--- config.mk ---
export PLATFORM = sky130hd
export DESIGN_NAME = nes_joypad_mux_flat
export DESIGN_NICKNAME = d
export VERILOG_FILES = /design/src/rtl/nes_joypad_mux_pkg.sv /design/src/rtl/nes_joypad_mux_if.sv /design/src/rtl/nes_joypad_mux_shifter.sv /design/src/rtl/nes_joypad_mux.sv /design/src/flat_wrapper.sv
export SDC_FILE = /design/constraint.sdc
export NUM_CORES = 1
export LEC_CHECK = 0
export ABC_CLOCK_PERIOD_IN_PS = 1600
export CAP_MARGIN = 20
export CORE_ASPECT_RATIO = 1.2
export CORE_UTILIZATION = 43
export DETAILED_ROUTE_END_ITERATION = 6
export GPL_TIMING_DRIVEN = 0
export PLACE_DENSITY = 0.6
export SLEW_MARGIN = 5
export SYNTH_ARGS = -nofsm -noshare
export SYNTH_HDL_FRONTEND = slang
export SYNTH_SLANG_ARGS = --single-unit
--- constraint.sdc ---
create_clock -name clk -period 1.6 [get_ports clk]
set_input_delay 0.24 -clock clk [delete_from_list [all_inputs] [get_ports clk]]
set_output_delay 0.24 -clock clk [all_outputs]
set_load 0.005 [all_outputs]
--- src/rtl/nes_joypad_mux_pkg.sv ---
// nes_joypad_pkg: shared constants and helpers for the NES joypad front-end.
//   - BTN_*  : bit positions inside a pad byte, NES shift order (A first).
//   - RAW_*  : bit positions of the six raw DB9 pins inside one port slice.
//   - SIG_*  : Four Score signature bytes for $4016 / $4017.
//   - make_pad_byte : builds a pad byte from active-high pins plus OSD buttons.
// Optional feature macro used by the design: JOYPAD_TURBO_EN.
package nes_joypad_pkg;

  localparam int BTN_A      = 0;
  localparam int BTN_B      = 1;
  localparam int BTN_SELECT = 2;
  localparam int BTN_START  = 3;
  localparam int BTN_UP     = 4;
  localparam int BTN_DOWN   = 5;
  localparam int BTN_LEFT   = 6;
  localparam int BTN_RIGHT  = 7;

  localparam int RAW_A      = 0;
  localparam int RAW_B      = 1;
  localparam int RAW_UP     = 2;
  localparam int RAW_DOWN   = 3;
  localparam int RAW_LEFT   = 4;
  localparam int RAW_RIGHT  = 5;
  localparam int RAW_WIDTH  = 6;

  localparam int SHIFT_WIDTH = 24;

  localparam logic [7:0] SIG_4016 = 8'h08;
  localparam logic [7:0] SIG_4017 = 8'h04;

  // fire_gate lets turbo blank A/B without touching the directions.
  function automatic logic [7:0] make_pad_byte(input logic [RAW_WIDTH-1:0] btn,
                                               input logic start,
                                               input logic select,
                                               input logic fire_gate);
    logic [7:0] pad;
    pad             = '0;
    pad[BTN_A]      = btn[RAW_A] & fire_gate;
    pad[BTN_B]      = btn[RAW_B] & fire_gate;
    pad[BTN_SELECT] = select;
    pad[BTN_START]  = start;
    pad[BTN_UP]     = btn[RAW_UP];
    pad[BTN_DOWN]   = btn[RAW_DOWN];
    pad[BTN_LEFT]   = btn[RAW_LEFT];
    pad[BTN_RIGHT]  = btn[RAW_RIGHT];
    return pad;
  endfunction

endpackage

--- src/rtl/nes_joypad_mux_if.sv ---
// nes_joypad_mux_if: serial controller bus between the NES core and the
// joypad front-end.
//   joy_strobe : core strobe ($4016 bit 0)
//   joy_clock  : read pulses, bit 0 = $4016, bit 1 = $4017
//   joy_data   : serial data back to the core, same bit mapping
// Modports: master = NES core side, slave = joypad front-end side.
interface nes_joypad_mux_if;
  logic       joy_strobe;
  logic [1:0] joy_clock;
  logic [1:0] joy_data;

  modport master (output joy_strobe, output joy_clock, input joy_data);
  modport slave  (input joy_strobe, input joy_clock, output joy_data);
endinterface

--- src/rtl/nes_joypad_mux_shifter.sv ---
// nes_joypad_shifter: one 24-bit controller shift register.
//   clk, reset_n : system clock, async active-low reset
//   strobe       : parallel load every cycle while high
//   joy_clock    : read pulse; a falling edge shifts one bit out
//   load_value   : {signature, padB, padA}, LSB read first
//   data         : registered serial output (1 in reset)
module nes_joypad_shifter
  import nes_joypad_pkg::*;
(
  input  logic                   clk,
  input  logic                   reset_n,
  input  logic                   strobe,
  input  logic                   joy_clock,
  input  logic [SHIFT_WIDTH-1:0] load_value,
  output logic                   data
);

  logic [SHIFT_WIDTH-1:0] shift_q;
  logic [SHIFT_WIDTH-1:0] shift_d;
  logic                   last_clock;

  // Load has priority over a coincident falling edge; ones fill from the top
  // so an over-read returns 1 forever.
  always_comb begin
    shift_d = shift_q;
    if (strobe) begin
      shift_d = load_value;
    end else if (last_clock && !joy_clock) begin
      shift_d = {1'b1, shift_q[SHIFT_WIDTH-1:1]};
    end
  end

  // data follows the next shifter value so the core sees the new bit one
  // cycle after a strobe or falling edge.
  always_ff @(posedge clk or negedge reset_n) begin
    if (!reset_n) begin
      shift_q    <= '0;
      last_clock <= 1'b0;
      data       <= 1'b1;
    end else begin
      shift_q    <= shift_d;
      last_clock <= joy_clock;
      data       <= shift_d[0];
    end
  end

endmodule

--- src/rtl/nes_joypad_mux.sv ---
// nes_joypad_mux: DB9 joystick ports to NES $4016/$4017 serial interface.
//   clk, reset_n : system clock, async active-low reset
//   port_raw     : NUM_PORTS x 6 raw active-low pins {A,B,U,D,L,R} LSB first
//   split_sel    : joySplitter select line (0 = slot 0, 1 = slot 1)
//   host_start, host_select : OSD buttons, OR'd into every present pad
//   turbo_en     : per-pad turbo enable (only with JOYPAD_TURBO_EN)
//   joy          : core-side serial bus (strobe, clock, data)
// Optional feature: define JOYPAD_TURBO_EN to add turbo on A/B.
module nes_joypad_mux
  import nes_joypad_pkg::*;
#(
  parameter int  NUM_PORTS = 1,
  parameter int  SPLIT     = 1,
  parameter int  SPLIT_DIV = 512,
  parameter int  TURBO_DIV = 350000,
  localparam int NUM_PADS  = (NUM_PORTS * (SPLIT + 1) > 4) ? 4 : NUM_PORTS * (SPLIT + 1)
) (
  input  logic                           clk,
  input  logic                           reset_n,
  input  logic [NUM_PORTS*RAW_WIDTH-1:0] port_raw,
  output logic                           split_sel,
  input  logic                           host_start,
  input  logic                           host_select,
`ifdef JOYPAD_TURBO_EN
  input  logic [NUM_PADS-1:0]            turbo_en,
`endif
  nes_joypad_mux_if.slave                joy
);

  localparam int SPLIT_W = (SPLIT_DIV > 1) ? $clog2(SPLIT_DIV) : 1;

  logic [NUM_PORTS*RAW_WIDTH-1:0] raw_meta;
  logic [NUM_PORTS*RAW_WIDTH-1:0] raw_sync;
  logic [NUM_PORTS*RAW_WIDTH-1:0] btn_now;
  logic [1:0]                     host_meta;
  logic [1:0]                     host_sync;
  logic [SPLIT_W-1:0]             phase_cnt;
  logic [RAW_WIDTH-1:0]           slot_q [4];
  logic [7:0]                     pad_byte [4];
  logic [SHIFT_WIDTH-1:0]         load_4016;
  logic [SHIFT_WIDTH-1:0]         load_4017;
  logic [3:0]                     turbo_mask;
  logic                           turbo_phase;

  always_ff @(posedge clk or negedge reset_n) begin
    if (!reset_n) begin
      raw_meta  <= '0;
      raw_sync  <= '0;
      host_meta <= '0;
      host_sync <= '0;
    end else begin
      raw_meta  <= port_raw;
      raw_sync  <= raw_meta;
      host_meta <= {host_select, host_start};
      host_sync <= host_meta;
    end
  end

  assign btn_now = ~raw_sync;

`ifdef JOYPAD_TURBO_EN
  localparam int TURBO_W = (TURBO_DIV > 1) ? $clog2(TURBO_DIV) : 1;

  logic [NUM_PADS-1:0] turbo_meta;
  logic [NUM_PADS-1:0] turbo_sync;
  logic [TURBO_W-1:0]  turbo_cnt;

  always_ff @(posedge clk or negedge reset_n) begin
    if (!reset_n) begin
      turbo_meta  <= '0;
      turbo_sync  <= '0;
      turbo_cnt   <= '0;
      turbo_phase <= 1'b1;
    end else begin
      turbo_meta <= turbo_en;
      turbo_sync <= turbo_meta;
      if (turbo_cnt == TURBO_W'(TURBO_DIV - 1)) begin
        turbo_cnt   <= '0;
        turbo_phase <= ~turbo_phase;
      end else begin
        turbo_cnt <= turbo_cnt + 1'b1;
      end
    end
  end

  assign turbo_mask = 4'(turbo_sync);
`else
  assign turbo_mask  = 4'b0000;
  assign turbo_phase = 1'b1;
`endif

  // A slot is only written at the end of its select phase, so the sample
  // always belongs to a single, fully settled joySplitter phase.
  always_ff @(posedge clk or negedge reset_n) begin
    if (!reset_n) begin
      phase_cnt <= '0;
      split_sel <= 1'b0;
      for (int s = 0; s < 4; s++) begin
        slot_q[s] <= '0;
      end
    end else if (SPLIT == 0) begin
      split_sel <= 1'b0;
      phase_cnt <= '0;
      for (int p = 0; p < NUM_PORTS; p++) begin
        slot_q[2'(p)] <= btn_now[p*RAW_WIDTH +: RAW_WIDTH];
      end
    end else if (phase_cnt == SPLIT_W'(SPLIT_DIV - 1)) begin
      phase_cnt <= '0;
      split_sel <= ~split_sel;
      for (int p = 0; p < NUM_PORTS; p++) begin
        slot_q[2'(2 * p + int'(split_sel))] <= btn_now[p*RAW_WIDTH +: RAW_WIDTH];
      end
    end else begin
      phase_cnt <= phase_cnt + 1'b1;
    end
  end

  // Pads beyond NUM_PADS stay zero, including the OSD bits.
  always_comb begin
    for (int q = 0; q < 4; q++) begin
      pad_byte[q] = '0;
      if (q < NUM_PADS) begin
        pad_byte[q] = make_pad_byte(slot_q[q], host_sync[0], host_sync[1],
                                    ~turbo_mask[q] | turbo_phase);
      end
    end
  end

  // Without a Four Score there is no signature, reads past pad A return 1.
  always_comb begin
    load_4016 = {SIG_4016, pad_byte[2], pad_byte[0]};
    load_4017 = {SIG_4017, pad_byte[3], pad_byte[1]};
    if (NUM_PADS <= 2) begin
      load_4016[SHIFT_WIDTH-1:8] = '1;
      load_4017[SHIFT_WIDTH-1:8] = '1;
    end
  end

  nes_joypad_shifter u_shift_4016 (
    .clk        (clk),
    .reset_n    (reset_n),
    .strobe     (joy.joy_strobe),
    .joy_clock  (joy.joy_clock[0]),
    .load_value (load_4016),
    .data       (joy.joy_data[0])
  );

  nes_joypad_shifter u_shift_4017 (
    .clk        (clk),
    .reset_n    (reset_n),
    .strobe     (joy.joy_strobe),
    .joy_clock  (joy.joy_clock[1]),
    .load_value (load_4017),
    .data       (joy.joy_data[1])
  );

endmodule

--- src/flat_wrapper.sv ---
// flat-port wrapper written by rule: the top's interface ports become plain ports
module nes_joypad_mux_flat import nes_joypad_pkg::*;
#(
  parameter int  NUM_PORTS = 1,
  parameter int  SPLIT     = 1,
  parameter int  SPLIT_DIV = 512,
  parameter int  TURBO_DIV = 350000,
  localparam int NUM_PADS  = (NUM_PORTS * (SPLIT + 1) > 4) ? 4 : NUM_PORTS * (SPLIT + 1)
)
  (clk, reset_n, port_raw, split_sel, host_start, host_select, joy_joy_strobe, joy_joy_clock, joy_joy_data);
  nes_joypad_mux_if joy_i ();
  input  logic clk;
  input  logic reset_n;
  input  logic [NUM_PORTS*RAW_WIDTH-1:0] port_raw;
  output logic split_sel;
  input  logic host_start;
  input  logic host_select;
  input wire logic [$bits(joy_i.joy_strobe)-1:0] joy_joy_strobe;
  input wire logic [$bits(joy_i.joy_clock)-1:0] joy_joy_clock;
  output wire logic [$bits(joy_i.joy_data)-1:0] joy_joy_data;
  assign joy_i.joy_strobe = joy_joy_strobe;
  assign joy_i.joy_clock = joy_joy_clock;
  assign joy_joy_data = joy_i.joy_data;
  nes_joypad_mux #(.NUM_PORTS(NUM_PORTS), .SPLIT(SPLIT), .SPLIT_DIV(SPLIT_DIV), .TURBO_DIV(TURBO_DIV)) u_core (.clk(clk), .reset_n(reset_n), .port_raw(port_raw), .split_sel(split_sel), .host_start(host_start), .host_select(host_select), .joy(joy_i));
endmodule
==> impl_metrics.env <==
export IMPL_status="complete, no violations"
export IMPL_ir_worst_vdd_uv=732
export IMPL_core_area_um2=7400
export IMPL_fmax_mhz=653
export IMPL_root_buffer="clkbuf_8"
export IMPL_ant_nets=0
export IMPL_hpwl_um=3480
export IMPL_dpl_cell_area_um2=3630
export IMPL_start_util_pct=45.3
export IMPL_fillers=694
export IMPL_yosysWarnings=0
export IMPL_port_buffer_count=14
export IMPL_netlist_area_leader_share_pct=65.7
export IMPL_ctsHtreeMaxLevel=3
export IMPL_hp_class="in -> reg"
export IMPL_critPathMaxStageDelay_ns=0.53
export IMPL_post_drt_wl_per_cell_um=12.6
export IMPL_worstMarginPinSlew_ns=0.422
export IMPL_skew_ns=0.00723
export IMPL_hold_viol=0
export IMPL_worstSkewPairLatency_ns=0.35
export IMPL_use_met1_pct=18.9
export IMPL_rsz0062_at_grt="true"
export IMPL_period_share_pct=95.7
export IMPL_cts_buffer_depth=2
export IMPL_dieWidth_um=82.6
export IMPL_maxCapViolCount=0
export IMPL_crit_type="reg -> out"
export IMPL_syn_cell_area_um2=3350
export IMPL_powerDensity_nw_per_um2=1150
export IMPL_grt_max_degree=69
export IMPL_diodes=0
export IMPL_clock_sinks=90
export IMPL_synth_area_leaders="dfrtp_1, nand2_1, nand3_1"
export IMPL_cts_made_buffers=9
export IMPL_track_usage_pct=15.8
export IMPL_postSynthAreaPerCell_um2=10.8
export IMPL_syn_nets=325
export IMPL_met3_usage_pct=4.72
export IMPL_syn_to_final_growth_pct=17.6
export IMPL_clkTransAtPathRegs_ns=0.08
export IMPL_drt_first_pass_iters=4
export IMPL_fp_dieH_um=98.7
export IMPL_drtIter0Drc=67
export IMPL_grt_overflow_total=0
export IMPL_end_kind="output port"
export IMPL_vias=2199
export IMPL_grt_busiest_layer="met2"
export IMPL_die_area_um2=8150
export IMPL_ys_types=22
export IMPL_cts_tree="done"
export IMPL_rows=34
export IMPL_cp_data_required_time_ns=1.36
export IMPL_timing_setup_tns_ns=0
export IMPL_grt_pass1_vias=2203
export IMPL_gp_congestion=0.741
export IMPL_period_needed_ns=1.53
export IMPL_critPathArrivalTime_ns=1.29
export IMPL_start_kind="flip-flop"
export IMPL_slew_violations=0
export IMPL_via_per_inst=5.04
export IMPL_critPathMaxFanout=4
export IMPL_grt_first_pass_wirelength_um=9650
export IMPL_slew_headroom_pct=71.9
export IMPL_power_leakage_nw=1.81
export IMPL_route_detailed_drc=0
export IMPL_antenna_found_initial=0
export IMPL_synth_seq_cells=90
export IMPL_ys_seq_area_share_pct=67.3
export IMPL_final_area_um2=3940
export IMPL_use_met2_pct=25.7
export IMPL_synthCells=310
export IMPL_cp_top_family="buffers and inverters"
export IMPL_path_cells="clkdlybuf4s50_1"
export IMPL_final_layout_size_suffix_gt1_share_pct=12.1
export IMPL_slowest_stage="clkdlybuf4s50_1"
export IMPL_wl_um=5510
export IMPL_fin_util_pct=53.2
export IMPL_yosysTopAreaCell="dfrtp_1"
export IMPL_setup_violations_final=0
export IMPL_cp_num_buf_inv=1
export IMPL_io_pins=16
export IMPL_fin_nets=356
final timing paths:
| kind | startpoint | end | slack (ns) | cells past startpoint |
|---|---|---|---|---|
| min in group asynchronous | reset_n | u_core.u_shift_4016.shift_q[17]$_DFFE_PN0P_ | 0.32 | 2 |
| max reg2reg | u_core.phase_cnt[1]$_DFF_PN0_ | u_core.load_4016[4]$_DFFE_PN0P_ | 0.08 | 8 |
| min | joy_joy_strobe | u_core.u_shift_4016.shift_q[4]$_DFFE_PN0P_ | 0.22 | 2 |
| max | u_core.split_sel$_DFFE_PN0N_ | split_sel | 0.07 | 1 |
| max in group asynchronous | reset_n | u_core.u_shift_4017.data$_DFF_PN1_ | 0.63 | 3 |
| min reg2reg | u_core.raw_meta[2]$_DFF_PN0_ | u_core.raw_sync[2]$_DFF_PN0_ | 0.35 | 0 |
layer usage:
| layer | wire (um) | vias up |
|---|---|---|
| met5 | 0 | - |
| li1 | - | 1085 |
| met4 | 114 | 0 |
| met2 | 2670 | 30 |
| met3 | 169 | 11 |
| met1 | 2560 | 1073 |
power by group:
part | total [mW] | leakage, nW | internal (mW) | switching (mW)
registers | 2.41 | 1.04 | 2.36 | 0.0438
logic | 0.260 | 0.646 | 0.105 | 0.155
clock network | 1.85 | 0.121 | 1.08 | 0.762
total | 4.51 | 1.81 | 3.55 | 0.961
cells in the mapped netlist:
| library cell | instances |
|---|---|
| ha_1 | 2 |
| nand3_1 | 33 |
| a31oi_1 | 4 |
| or3_1 | 5 |
| buf_1 | 1 |
| a21oi_1 | 3 |
| nand2b_1 | 3 |
| nand3_2 | 1 |
| mux2i_1 | 12 |
| o21ai_0 | 27 |
| buf_4 | 4 |
| clkbuf_1 | 6 |
| buf_2 | 8 |
| nand4_2 | 1 |
| nand2_1 | 95 |
| xor2_1 | 3 |
| xnor2_1 | 1 |
| nor2b_1 | 3 |
| nor2_1 | 7 |
| clkinv_1 | 1 |
| dfstp_2 | 2 |
| dfrtp_1 | 88 |
kinds of logic (layout without fill, tap and decap cells):
family	count (synthesis)	after routing	synth area share, %
compound gates	34	34	5.23
mux	12	12	3.59
buf+inv	20	56	2.99
flops	90	90	67.3
fa+ha+maj	2	2	0.747
simple gates	148	148	19.1
xor+xnor	4	4	1.05
registers in the layout (all words and copies together) (netlist names), 2 cells and up:
register,cells
u_core.host_meta,2
u_core.host_sync,2
u_core.load_4016,6
u_core.load_4017,6
u_core.phase_cnt,9
u_core.raw_meta,6
u_core.raw_sync,6
u_core.u_shift_4016.shift_q,24
u_core.u_shift_4017.shift_q,24
through the flow:
stage	cells	total power, mW	hold slack [ns]	worst slack, ns
2_1_floorplan	310	2.59	-0.0556	0.0232
3_3_place_gp	414	2.70	0.332	-2.99
3_5_place_dp	415	2.72	0.158	-0.243
4_1_cts	434	4.57	0.206	0.00261
5_1_grt	436	4.70	0.220	-0.0188
6_report	436	4.51	0.216	0.0692
repair_timing:
item	4_1_cts	5_1_grt
buffers inserted	2	3
gates resized for setup	10	3
hold buffers	1	0
endpoints found under the hold margin	21	0
pin swaps	0	3
endpoints found under the setup margin	14	12
cell usage in the layout (no fill, tap or decap), types with 2 or more instances in the layout:
| master | netlist | final |
|---|---|---|
| dfstp_2 | 2 | 2 |
| nor2b_1 | 3 | 3 |
| mux2i_1 | 12 | 12 |
| a31oi_1 | 4 | 4 |
| buf_4 | 4 | 10 |
| nor2_1 | 7 | 6 |
| clkdlybuf4s50_1 | 0 | 11 |
| nand3_1 | 33 | 33 |
| bufinv_16 | 0 | 3 |
| o21ai_0 | 27 | 27 |
| nand2b_1 | 3 | 3 |
| dfrtp_1 | 88 | 88 |
| clkbuf_8 | 0 | 10 |
| buf_2 | 8 | 7 |
| a21oi_1 | 3 | 3 |
| dlygate4sd2_1 | 0 | 2 |
| xor2_1 | 3 | 3 |
| or3_1 | 5 | 5 |
| clkbuf_1 | 6 | 6 |
| nand2_1 | 95 | 94 |
layout make-up:
cell class              count  area, um2  area share (%)
inverters                   1       3.75          0.0953
multi-input cells         200       1010            25.8
repair buffers             21        210            5.34
flip-flops and latches     90       2250            57.2
clock buffers              12        145            3.68
clock inverters             4       98.8            2.51
plain buffers              18        100            2.54
well taps                  90        113            2.86
(Power assumes the default switching activity.)
